`src/rtl/mem_bridge_if.sv`:
```
// Core-side and external-bus signals of the memory bridge, bundled for port hookup.
// The bridge uses the slave modport; the core/bus model side uses master.
interface mem_bridge_if;
  logic        ram_r_ena_i;
  logic [31:0] ram_r_addr_i;
  logic        ram_w_ena_i;
  logic [31:0] ram_w_addr_i;
  logic [31:0] ram_w_data_i;
  logic [31:0] ram_r_data_o;
  logic        hold_o;
  logic        err_o;
  logic        bus_req_o;
  logic        bus_we_o;
  logic [31:0] bus_addr_o;
  logic [31:0] bus_wdata_o;
  logic        bus_gnt_i;
  logic        bus_rvalid_i;
  logic [31:0] bus_rdata_i;

  modport master (
    output ram_r_ena_i, ram_r_addr_i, ram_w_ena_i, ram_w_addr_i, ram_w_data_i,
    output bus_gnt_i, bus_rvalid_i, bus_rdata_i,
    input  ram_r_data_o, hold_o, err_o, bus_req_o, bus_we_o, bus_addr_o, bus_wdata_o
  );

  modport slave (
    input  ram_r_ena_i, ram_r_addr_i, ram_w_ena_i, ram_w_addr_i, ram_w_data_i,
    input  bus_gnt_i, bus_rvalid_i, bus_rdata_i,
    output ram_r_data_o, hold_o, err_o, bus_req_o, bus_we_o, bus_addr_o, bus_wdata_o
  );
endinterface

```
`src/rtl/mem_bridge.sv`:
```
// Bridges single-cycle core read/write requests onto a request/grant external bus,
// stalling the core via hold_o and aborting on misalignment or timeout.
module mem_bridge #(
  parameter int unsigned TIMEOUT = 255
) (
  input  logic         clk_100MHz,
  input  logic         arst_n,
  mem_bridge_if.slave  bus
);

  typedef enum logic [1:0] {
    IDLE   = 2'd0,
    REQ    = 2'd1,
    WAIT_R = 2'd2,
    DONE   = 2'd3
  } state_e;

  localparam logic [7:0] TMO_LAST = 8'(TIMEOUT - 32'd1);

  state_e      state_q, state_d;
  logic        pend_rd_q, pend_rd_d;
  logic [7:0]  cnt_q, cnt_d;
  logic [31:0] rd_addr_q, rd_addr_d;
  logic [31:0] rdata_q, rdata_d;
  logic        err_q, err_d;
  logic        req_q, req_d;
  logic        we_q, we_d;
  logic [31:0] addr_q, addr_d;
  logic [31:0] wdata_q, wdata_d;
  logic        hold;

  // Next-state and next-output computation for the bridge FSM.
  always_comb begin
    state_d   = state_q;
    pend_rd_d = pend_rd_q;
    cnt_d     = cnt_q;
    rd_addr_d = rd_addr_q;
    rdata_d   = rdata_q;
    err_d     = 1'b0;
    req_d     = req_q;
    we_d      = we_q;
    addr_d    = addr_q;
    wdata_d   = wdata_q;
    case (state_q)
      IDLE: begin
        req_d = 1'b0;
        cnt_d = 8'd0;
        if (bus.ram_w_ena_i) begin
          // A write always goes first; an accompanying read is parked in pend_rd.
          if (bus.ram_w_addr_i[1:0] != 2'b00) begin
            state_d = DONE;
            err_d   = 1'b1;
          end else begin
            state_d   = REQ;
            req_d     = 1'b1;
            we_d      = 1'b1;
            addr_d    = bus.ram_w_addr_i;
            wdata_d   = bus.ram_w_data_i;
            pend_rd_d = bus.ram_r_ena_i;
            rd_addr_d = bus.ram_r_addr_i;
          end
        end else if (bus.ram_r_ena_i) begin
          if (bus.ram_r_addr_i[1:0] != 2'b00) begin
            state_d = DONE;
            err_d   = 1'b1;
            rdata_d = 32'd0;
          end else begin
            state_d   = REQ;
            req_d     = 1'b1;
            we_d      = 1'b0;
            addr_d    = bus.ram_r_addr_i;
            pend_rd_d = 1'b0;
          end
        end else begin
          state_d = IDLE;
        end
      end
      REQ: begin
        if (bus.bus_gnt_i) begin
          cnt_d = 8'd0;
          if (we_q && pend_rd_q) begin
            pend_rd_d = 1'b0;
            if (rd_addr_q[1:0] != 2'b00) begin
              state_d = DONE;
              req_d   = 1'b0;
              err_d   = 1'b1;
              rdata_d = 32'd0;
            end else begin
              state_d = REQ;
              req_d   = 1'b1;
              we_d    = 1'b0;
              addr_d  = rd_addr_q;
            end
          end else if (we_q) begin
            state_d = DONE;
            req_d   = 1'b0;
          end else begin
            state_d = WAIT_R;
            req_d   = 1'b0;
          end
        end else if (cnt_q == TMO_LAST) begin
          state_d   = DONE;
          req_d     = 1'b0;
          err_d     = 1'b1;
          cnt_d     = 8'd0;
          pend_rd_d = 1'b0;
          if (!we_q || pend_rd_q) begin
            rdata_d = 32'd0;
          end else begin
            rdata_d = rdata_q;
          end
        end else begin
          cnt_d = cnt_q + 8'd1;
        end
      end
      WAIT_R: begin
        req_d = 1'b0;
        if (bus.bus_rvalid_i) begin
          state_d = DONE;
          rdata_d = bus.bus_rdata_i;
          cnt_d   = 8'd0;
        end else if (cnt_q == TMO_LAST) begin
          state_d = DONE;
          err_d   = 1'b1;
          rdata_d = 32'd0;
          cnt_d   = 8'd0;
        end else begin
          cnt_d = cnt_q + 8'd1;
        end
      end
      DONE: begin
        state_d = IDLE;
        req_d   = 1'b0;
        cnt_d   = 8'd0;
      end
      default: begin
        state_d   = IDLE;
        req_d     = 1'b0;
        cnt_d     = 8'd0;
        pend_rd_d = 1'b0;
      end
    endcase
  end

  // State and registered outputs; reset clears everything on the edge.
  always_ff @(posedge clk_100MHz) begin
    if (!arst_n) begin
      state_q   <= IDLE;
      pend_rd_q <= 1'b0;
      cnt_q     <= 8'd0;
      rd_addr_q <= 32'd0;
      rdata_q   <= 32'd0;
      err_q     <= 1'b0;
      req_q     <= 1'b0;
      we_q      <= 1'b0;
      addr_q    <= 32'd0;
      wdata_q   <= 32'd0;
    end else begin
      state_q   <= state_d;
      pend_rd_q <= pend_rd_d;
      cnt_q     <= cnt_d;
      rd_addr_q <= rd_addr_d;
      rdata_q   <= rdata_d;
      err_q     <= err_d;
      req_q     <= req_d;
      we_q      <= we_d;
      addr_q    <= addr_d;
      wdata_q   <= wdata_d;
    end
  end

  // Stall must rise in the very cycle the core issues a request, so it is combinational.
  always_comb begin
    hold = 1'b0;
    if (!arst_n) begin
      hold = 1'b0;
    end else begin
      case (state_q)
        IDLE:    hold = bus.ram_r_ena_i | bus.ram_w_ena_i;
        REQ:     hold = 1'b1;
        WAIT_R:  hold = 1'b1;
        DONE:    hold = 1'b0;
        default: hold = 1'b0;
      endcase
    end
  end

  assign bus.hold_o       = hold;
  assign bus.err_o        = err_q;
  assign bus.ram_r_data_o = rdata_q;
  assign bus.bus_req_o    = req_q;
  assign bus.bus_we_o     = we_q;
  assign bus.bus_addr_o   = {addr_q[31:2], 2'b00};
  assign bus.bus_wdata_o  = wdata_q;

endmodule
```
`src/flat_wrapper.sv`:
```
// flat-port wrapper written by rule: the top's interface ports become plain ports
module mem_bridge_flat 
#(
  parameter int unsigned TIMEOUT = 255
)
  (clk_100MHz, arst_n, bus_ram_r_ena_i, bus_ram_r_addr_i, bus_ram_w_ena_i, bus_ram_w_addr_i, bus_ram_w_data_i, bus_bus_gnt_i, bus_bus_rvalid_i, bus_bus_rdata_i, bus_ram_r_data_o, bus_hold_o, bus_err_o, bus_bus_req_o, bus_bus_we_o, bus_bus_addr_o, bus_bus_wdata_o);
  mem_bridge_if bus_i ();
  input  logic clk_100MHz;
  input  logic arst_n;
  input wire logic [$bits(bus_i.ram_r_ena_i)-1:0] bus_ram_r_ena_i;
  input wire logic [$bits(bus_i.ram_r_addr_i)-1:0] bus_ram_r_addr_i;
  input wire logic [$bits(bus_i.ram_w_ena_i)-1:0] bus_ram_w_ena_i;
  input wire logic [$bits(bus_i.ram_w_addr_i)-1:0] bus_ram_w_addr_i;
  input wire logic [$bits(bus_i.ram_w_data_i)-1:0] bus_ram_w_data_i;
  input wire logic [$bits(bus_i.bus_gnt_i)-1:0] bus_bus_gnt_i;
  input wire logic [$bits(bus_i.bus_rvalid_i)-1:0] bus_bus_rvalid_i;
  input wire logic [$bits(bus_i.bus_rdata_i)-1:0] bus_bus_rdata_i;
  output wire logic [$bits(bus_i.ram_r_data_o)-1:0] bus_ram_r_data_o;
  output wire logic [$bits(bus_i.hold_o)-1:0] bus_hold_o;
  output wire logic [$bits(bus_i.err_o)-1:0] bus_err_o;
  output wire logic [$bits(bus_i.bus_req_o)-1:0] bus_bus_req_o;
  output wire logic [$bits(bus_i.bus_we_o)-1:0] bus_bus_we_o;
  output wire logic [$bits(bus_i.bus_addr_o)-1:0] bus_bus_addr_o;
  output wire logic [$bits(bus_i.bus_wdata_o)-1:0] bus_bus_wdata_o;
  assign bus_i.ram_r_ena_i = bus_ram_r_ena_i;
  assign bus_i.ram_r_addr_i = bus_ram_r_addr_i;
  assign bus_i.ram_w_ena_i = bus_ram_w_ena_i;
  assign bus_i.ram_w_addr_i = bus_ram_w_addr_i;
  assign bus_i.ram_w_data_i = bus_ram_w_data_i;
  assign bus_i.bus_gnt_i = bus_bus_gnt_i;
  assign bus_i.bus_rvalid_i = bus_bus_rvalid_i;
  assign bus_i.bus_rdata_i = bus_bus_rdata_i;
  assign bus_ram_r_data_o = bus_i.ram_r_data_o;
  assign bus_hold_o = bus_i.hold_o;
  assign bus_err_o = bus_i.err_o;
  assign bus_bus_req_o = bus_i.bus_req_o;
  assign bus_bus_we_o = bus_i.bus_we_o;
  assign bus_bus_addr_o = bus_i.bus_addr_o;
  assign bus_bus_wdata_o = bus_i.bus_wdata_o;
  mem_bridge #(.TIMEOUT(TIMEOUT)) u_core (.clk_100MHz(clk_100MHz), .arst_n(arst_n), .bus(bus_i));
endmodule
```
`config.mk`:
```
export PLATFORM = sky130hd
export DESIGN_NAME = mem_bridge_flat
export DESIGN_NICKNAME = d
export VERILOG_FILES = /design/src/rtl/mem_bridge_if.sv /design/src/rtl/mem_bridge.sv /design/src/flat_wrapper.sv
export SDC_FILE = /design/constraint.sdc
export NUM_CORES = 1
export LEC_CHECK = 0
export CAP_MARGIN = 20
export CORE_MARGIN = 3
export CORE_UTILIZATION = 44
export CTS_CLUSTER_SIZE = 30
export DETAILED_ROUTE_END_ITERATION = 16
export HOLD_SLACK_MARGIN = 0.08
export PLACE_DENSITY = 0.9
export SLEW_MARGIN = 5
export SYNTH_ARGS = -nofsm -noshare
export SYNTH_HDL_FRONTEND = slang
export SYNTH_SLANG_ARGS = --single-unit
```
`constraint.sdc`:
```
create_clock -name clk_100MHz -period 2.5 [get_ports clk_100MHz]
set_input_delay 0.5 -clock clk_100MHz [delete_from_list [all_inputs] [get_ports clk_100MHz]]
set_output_delay 0.5 -clock clk_100MHz [all_outputs]
set_load 0.02 [all_outputs]
```
Word level (Yosys, flattened, before mapping)
Cells that the tools add are included.
W data, S select, Z words.
{"block": "totals", "register_bits": 142}
{"block": "op_classes", "n_eq_ne": 18, "addsub": 1, "mux": 68, "reduce_logical": 16, "n_bitwise": 2}
{"operator": "$mux W32", "n": 17}
{"operator": "$pmux W32 S3", "n": 1}
{"operator": "$pmux W32 S2", "n": 1}
{"operator": "$mux W1", "n": 30}
{"operator": "$mux W8", "n": 3}
{"operator": "$pmux W8 S3", "n": 1}
{"operator": "$mux W2", "n": 9}
{"operator": "$ne A3 B2 Y1 const B", "n": 5}
{"operator": "$ne A3 B3 Y1 const B", "n": 3}
{"operator": "$pmux W1 S3", "n": 3}
{"operator": "$reduce_and A9 Y1", "n": 1}
{"operator": "$add A8 B1 Y8 const B", "n": 1}
{"operator": "$eq A8 B8 Y1 const B", "n": 1}
{"operator": "$ne A2 B2 Y1 const B", "n": 4}
{"operator": "$pmux W2 S4", "n": 1}
{"operator": "$reduce_bool A2 Y1", "n": 4}
{"operator": "$reduce_and A7 Y1", "n": 1}
{"operator": "$reduce_and A6 Y1", "n": 1}
{"operator": "$reduce_or A2 Y1", "n": 3}
{"operator": "$eq A2 B2 Y1 const B", "n": 2}
{"operator": "$ne A2 B1 Y1 const B", "n": 2}
{"operator": "$pmux W1 S2", "n": 2}
{"operator": "$reduce_and A3 Y1", "n": 1}
{"operator": "$reduce_bool A3 Y1", "n": 1}
{"operator": "7 further kinds", "n": 7}

Logic depth before layout (Yosys ltp)
Gate-level depths: netlist of run 1.
{"block": "depth", "ltp_word": 6, "mapped_depth": 8, "ltp_nobuf": 6}

Worst setup path before layout of run 1
Ideal clock, no wire load.
{"block": "synth_path", "path_type": "input to output", "start": "input port bus_ram_w_ena_i", "end": "output port bus_hold_o", "path_slack_ns": 0.419, "cell_stages": 4, "arrival_time_ns": 1.581, "n_path_buf": 2, "required_time_ns": 2.000, "path_cell_list": "buf_2 buf_2 nor2_1 a211oi_1"}
{"block": "synth_between", "elab_chain_cells": 3}
{"item": "from (decl)", "line_no": "flat_wrapper.sv:12", "source": "input wire logic [$bits(bus_i.ram_w_ena_i)-1:0] bus_ram_w_ena_i;"}
{"item": "$or A1 B1 Y1", "line_no": "mem_bridge.sv:179", "source": "IDLE: hold = bus.ram_r_ena_i | bus.ram_w_ena_i;"}
{"item": "$pmux W1 S3", "line_no": "mem_bridge.sv:178", "source": "case (state_q)"}
{"item": "$mux W1", "line_no": "mem_bridge.sv:175", "source": "if (!arst_n) begin"}
{"item": "to (decl)", "line_no": "flat_wrapper.sv:19", "source": "output wire logic [$bits(bus_i.hold_o)-1:0] bus_hold_o;"}
No other way between the ends.

Final worst setup path of run 1
{"block": "layout_path", "start": "register u_core.state_q[0]", "end": "register u_core.pend_rd_q"}
{"block": "layout_between", "elab_chain_cells": 3, "elab_cells_between_ends": 10, "classes_between": "eq/ne: 6; mux: 1; reduce/logical: 3"}
{"item": "from (decl)", "line_no": "mem_bridge.sv:20", "source": "state_e state_q, state_d;"}
{"item": "from (signal assigned)", "line_no": "mem_bridge.sv:159", "source": "state_q <= state_d;"}
{"item": "$eq A2 B1 Y1 / $logic_not A2 Y1 (equally long branches)", "line_no": "mem_bridge.sv:44", "source": "case (state_q)"}
{"item": "$ne A3 B2 Y1 (no line), or another cell as far along"}
{"item": "$reduce_and A6 Y1 (no line)"}
{"item": "to (signal assigned)", "line_no": "mem_bridge.sv:160", "source": "pend_rd_q <= pend_rd_d;"}
{"item": "to (decl)", "line_no": "mem_bridge.sv:21", "source": "logic pend_rd_q, pend_rd_d;"}
Several ways; a longest one is shown, not always the timed one.
A chain may end at the register's enable or synchronous reset.

==> out/qor.txt, run 1 <==
drt total wl - 17,700 µm
xor/xnor share of the synthesized area - 0.00879
area share of fa/ha/maj cells after synthesis - 0.0167
post-synthesis compound-gate area fraction - 0.207
largest net degree at the start of global routing - 66
critical path cell sequence - inv_1 > ha_1 > and4bb_2 > a221o_1 > buf_4 > o21ai_1 > mux2i_1
clk slew on worst S/H paths - 60 ps
dpl cells - 1,063
clock sinks - 140
CTS Root Cell - clkbuf_16
CP required - 2830 ps
top-area cell type share of the netlist area - 0.469
First-pass DRT Iterations - 5
ys async rst share - 0
Filler cells - 1,026
status - finished clean
vias per cell - 5.36
largest family of logic cells by synthesized area - compound AO/OA/AOI/OAI gates
vias in the first global route - 5,590
worst rel slew slack - 0.599
critical path type - reg2reg
final global-route overflow total - 0
max-slew violation count - 0
starting density of the core - 0.462
DIE AREA - 15,000 µm²
Power Density - 795 nW/µm²
Std-Cell Core Area - 12,900 µm²
fmax - 447 MHz
Detail Route Antenna Nets - 0
Post-synth top flop - dfxtp_1
Seq/Total Area, Yosys - 0.469
initial antenna violation count - 2
Final GP Congestion - 0.828
mux share of post-synthesis cell area - 0.0536
dpl hpwl - 12,000 µm
synth top area cells - dfxtp_1 47%, nand2_1 12%, a21oi_1 5.6%, a32o_1 5.4%, mux2i_1 5.4%
Final TNS setup - 0 ps
Clock Latency Late Sink - 410 ps
Crit Path Max Fanout - 32
FF+latch count, synth - 140
Crit. End Element - register
setup violators final - 0
Buf/Inv on CP - 2
area grow syn2layout - 51.5%
Post-synth EDFFs - 0
die width - 123 µm
CTS Hold Bufs - 0
Post-CTS Setup Repair Bufs - 0
clock skew - 7.91 ps
post_cts resized - 0
post-synth cell types - 43
share of cells above drive strength 1 - 0.0964
Slowest-stage cell, CP - dfxtp_1
Least-Margin Pin Slew - 602 ps
max incr delay on CP - 410 ps
# nets final - 1,052
arrival time worst endpoint - 2570 ps
Cell Rows - 41
die height - 123 µm
Power, Total - 7.20 mW
path type of the worst min-delay path - reg2reg
Vias - 5,879
Startpoint Class - register
fraction of the mapped netlist area in simple logic gates - 0.191
Layout Cells excl Fill - 1,096
Boundary Pins - 234
first-pass GRT wire length - 27,500 µm
total CTS buffers - 17
unrepaired setup endpoints after global routing - no
endpoints failing hold - 0
GRT Overall Usage - 0.232
Port Buffer Count - 231
leakage power - 3.24 nW
synthesized area - 5980 µm²
routed len/inst - 16.2 µm
clock buffer depth - 2
maximum vdd ir drop - 0.626 mV
Max Cap Viol - 0
fin crit period - 2240 ps
# DRC - 0
delay-heaviest family, CP - compound AO/OA/AOI/OAI gates
CTS tree - done
DR iter-0 viols - 412
syn_area_per_cell - 8.47 µm²
Synthesis Warnings - 0
Synth area leader - dfxtp_1
Synth Instances - 706
H-Tree Depth - 4
final period utilization - 0.895
-- power by group --
group / internal, mW / leakage, nW / switching, mW
logic: 0.735 / 1.77 / 1.06
clock network: 1.97 / 0.339 / 0.928
registers: 2.40 / 1.13 / 0.103
-- cells in the final DEF, fill, tap and decap left out, types with 2 or more instances in the layout --
master and instances:
a211oi_1 3, a21oi_1 67, a311oi_1 2, a32o_1 32, and3_1 3, buf_12 2, buf_2 2, buf_4 14
bufinv_16 6, clkbuf_16 17, clkbuf_8 4, clkdlybuf4s50_1 228, clkinv_2 3, conb_1 2, dfxtp_1 140, ha_1 7
inv_1 5, inv_2 3, mux2i_1 32, nand2_1 192, nand3_1 7, nand4_1 33, nor2_1 15, nor2b_1 3
nor3_1 3, o21ai_0 36, o21ai_1 4, o21ai_2 31, xor2_1 5
-- cells by family after synthesis --
| logic type | count (synthesis) |
|---|---|
| muxes | 32 |
| DFF | 140 |
| buffers and inverters | 70 |
| adders and majority gates | 8 |
| other | 1 |
| AOI/OAI and AO/OA | 184 |
| xor gates and xnor gates | 6 |
| and+or+nand+nor | 265 |
-- path summary, 6_finish.rpt --
kind	startpoint	slack, ps	cells after the start	to
setup / recovery	u_core.state_q[0]	260	7	u_core.pend_rd_q
hold / removal	u_core.bus.bus_wdata_o[13]	450	2	u_core.bus.bus_wdata_o[13]
setup reg to reg	u_core.state_q[0]	260	7	u_core.pend_rd_q
hold reg to reg	u_core.bus.bus_wdata_o[13]	450	2	u_core.bus.bus_wdata_o[13]
-- Yosys cell counts, drive strengths merged (8+ instances only) --
library cell / count
mux2i: 32
nand4: 33
dfxtp: 140
inv: 8
buf: 26
a21oi: 67
nand2: 192
a32o: 32
nor2: 15
o21ai: 71
ha: 8
clkbuf: 36
nand3: 8
-- state kept, by name, summed over array words and instances, names as in the netlist --
signal and flops:
u_core.bus.bus_wdata_o 32, u_core.bus.ram_r_data_o 32, u_core.rd_addr_q 32, u_core.addr_q 30
u_core.cnt_q 8, u_core.state_q 2, u_core.bus.bus_req_o 1, u_core.bus.bus_we_o 1
u_core.bus.err_o 1, u_core.pend_rd_q 1
-- layout make-up --
cell class              instances  area, µm²  area share
multi-input cells             497       2880       0.318
flip-flops and latches        140       2800       0.309
repair buffers                246       2440       0.269
clock buffers                  21        480      0.0530
well taps                     172        215      0.0238
clock inverters                11        211      0.0233
inverters                       8       30.0     0.00332
diodes                          1       2.50    0.000276
-- layer usage --
metal	vias up	routed length [µm]	global-route usage
li1	2881	-	-
met1	2720	6990	0.269
met2	244	8930	0.400
met3	32	1450	0.0802
met4	2	348	0.0805
met5	-	7	0
-- worst min-delay path, cell delays in order, from the launching register on --
cell and delay [ps]:
dfxtp_1 300, nand2_1 50, a21oi_1 50
-- through the flow --
step	util	hold WS, ps	worst slack (ps)	area, µm²
after global placement	0.647	441	201	8360
after floorplan	-	437	419	5980
final	0.701	452	264	9060
after detailed placement	0.647	446	167	8360
after CTS	0.700	454	286	9050
after global routing	0.701	471	161	9060
Power figures use the tool's default switching activity.
==> run 2: changes to the inputs <==
- CORE_MARGIN: 3 -> unset
- HOLD_SLACK_MARGIN: 0.08 -> 0.15
==> run 2 against run 1 <==
Global-route usage up 1.1 points; critical path type is now reg2out; via count increased by 0.39%; combinational power about the same; sequential power about the same; final cell count is 0.36% higher.
==> out/qor.txt, run 2 (same netlist as run 1, synthesis figures left out) <==
setup violators final - 0
Crit. End Element - primary output
reg2reg setup slack - 330 ps
Crit Path Max Fanout - 5
first-pass GRT wire length - 27,300 µm
clock buffer depth - 2
fin crit period - 2330 ps
clock skew - 5.03 ps
maximum vdd ir drop - 0.406 mV
commonest non-fill, non-tap cell in the layout - clkdlybuf4s50_1
# DRC - 0
leakage power - 3.19 nW
total CTS buffers - 17
Boundary Pins - 234
vias in the first global route - 5,589
vias per cell - 5.37
drt total wl - 16,700 µm
First-pass DRT Iterations - 5
GRT Overall Usage - 0.243
CTS Hold Bufs - 0
largest net degree at the start of global routing - 71
Hold Path Sink - u_core.addr_q[11]
worst rel slew slack - 0.504
clock sinks - 140
Comb power frac - 0.268
Buf/Inv on CP - 2
die height - 119 µm
critical path type - reg2out
Power Density - 743 nW/µm²
starting density of the core - 0.451
r2r startpoint - u_core.state_q[1]
Port Buffer Count - 231
final period utilization - 0.931
hold depth - 2
Final TNS setup - 0 ps
CP required - 2000 ps
Max Cap Viol - 0
dpl hpwl - 11,200 µm
initial antenna violation count - 0
Vias - 5,902
Least-Margin Pin Slew - 744 ps
max-slew violation count - 0
max incr delay on CP - 400 ps
# nets final - 1,053
Clock Power Share - 0.356
fmax - 430 MHz
CTS Root Cell - clkbuf_16
R2R depth - 6
area grow syn2layout - 49.9%
worst hold start - u_core.addr_q[11]
Slowest-stage cell, CP - dfxtp_1
Clock Latency Late Sink - 410 ps
antenna fix cells - 0
CTS tree - done
most frequent cells in the layout - 228 x clkdlybuf4s50_1, 192 x nand2_1, 140 x dfxtp_1
clk slew on worst S/H paths - 50 ps
H-Tree Depth - 4
die width - 119 µm
Final GP Congestion - 0.840
Std-Cell Core Area - 13,200 µm²
Sw Pwr - 2.05 mW
sequential share of power - 0.377
routed len/inst - 15.1 µm
DR iter-0 viols - 351
Startpoint Class - register
delay-heaviest family, CP - buffers and inverters
share of cells above drive strength 1 - 0.0920
Detail Route Antenna Nets - 0
arrival time worst endpoint - 1830 ps
Cell Rows - 42
path type of the worst min-delay path - reg2reg
final global-route overflow total - 0
critical path cell sequence - inv_1 > ha_1 > nor2_1 > a211oi_1 > dlygate4sd2_1
Power, Total - 6.65 mW
status - finished clean
DIE AREA - 14,100 µm²
switching share of total power - 0.308
Reg2Reg Capture Point - u_core.addr_q[11]
Int Pwr - 4.61 mW
endpoints failing hold - 0
unrepaired setup endpoints after global routing - no
run 2: cell count changes in the layout (fill, tap and decap cells not counted):
cell / previous run / this run
clkbuf_1: 0 / 4
clkinv_2: 3 / 5
buf_12: 2 / 4
dlygate4sd2_1: 0 / 1
clkinv_4: 1 / 0
diode_2: 1 / 0
bufinv_16: 6 / 1
buf_4: 14 / 12
run 2: layout make-up:
class	instances	area, µm²
well taps	176	220
repair buffers	247	2470
inverters	8	30.0
flip-flops and latches	140	2800
multi-input cells	497	2880
clock inverters	7	62.6
clock buffers	25	495
fillers	1028	4280
run 2: worst max-delay path by stage:
stage                       from    endpoint  slack [ps]  depth (start not counted)
3_5_place_dp     bus_ram_r_ena_i  bus_hold_o          20                          4
5_1_grt        u_core.state_q[0]  bus_hold_o          20                          5
4_1_cts        u_core.state_q[0]  bus_hold_o         120                          5
6_report       u_core.state_q[0]  bus_hold_o         170                          5
2_1_floorplan    bus_ram_w_ena_i  bus_hold_o         420                          4
3_3_place_gp     bus_ram_r_ena_i  bus_hold_o           8                          4
run 2: routing by layer:
metal	track usage	share of wire	wire length (µm)
met3	0.0734	0.082	1360
met1	0.290	0.41	6750
met5	0	0	0
met2	0.400	0.49	8150
met4	0.112	0.024	399
run 2: worst min-delay path, cell delays in order, from the launching register on:
cell and delay (ps):
dfxtp_1 310, nand2_1 50, o21ai_1 50
run 2: through the flow:
| step | worst slack, ps | std cells | hold slack [ps] | cell area [µm²] | utilization |
|---|---|---|---|---|---|
| 6_report | 173 | 1100 | 449 | 8960 | 0.677 |
| 5_1_grt | 21.6 | 1100 | 467 | 8960 | 0.677 |
| 4_1_cts | 125 | 1100 | 453 | 8960 | 0.677 |
| 3_5_place_dp | 16.6 | 1068 | 446 | 8400 | 0.635 |
| 3_3_place_gp | 7.64 | 1068 | 437 | 8400 | 0.635 |
| 2_1_floorplan | 419 | 707 | 437 | 5980 | - |
run 2: power by group through the flow:
stage	Clock, mW	Combinational (mW)	Sequential (mW)
finish	2.37	1.78	2.51
global route	2.52	1.92	2.53
CTS	2.41	1.78	2.51
detailed placement	0	1.78	2.55
global placement	0	1.75	2.55
floorplan	0	0.892	2.70
run 2: timing repair:
action,CTS,global route
setup buffers,0,0
resized for setup,1,0
setup endpoints to repair,1,0
==> run 3: changes to the inputs <==
- SLEW_MARGIN: 5 -> 20
==> results of run 3 <==
The final DEF is identical to that of run 2; final timing and power are the same.
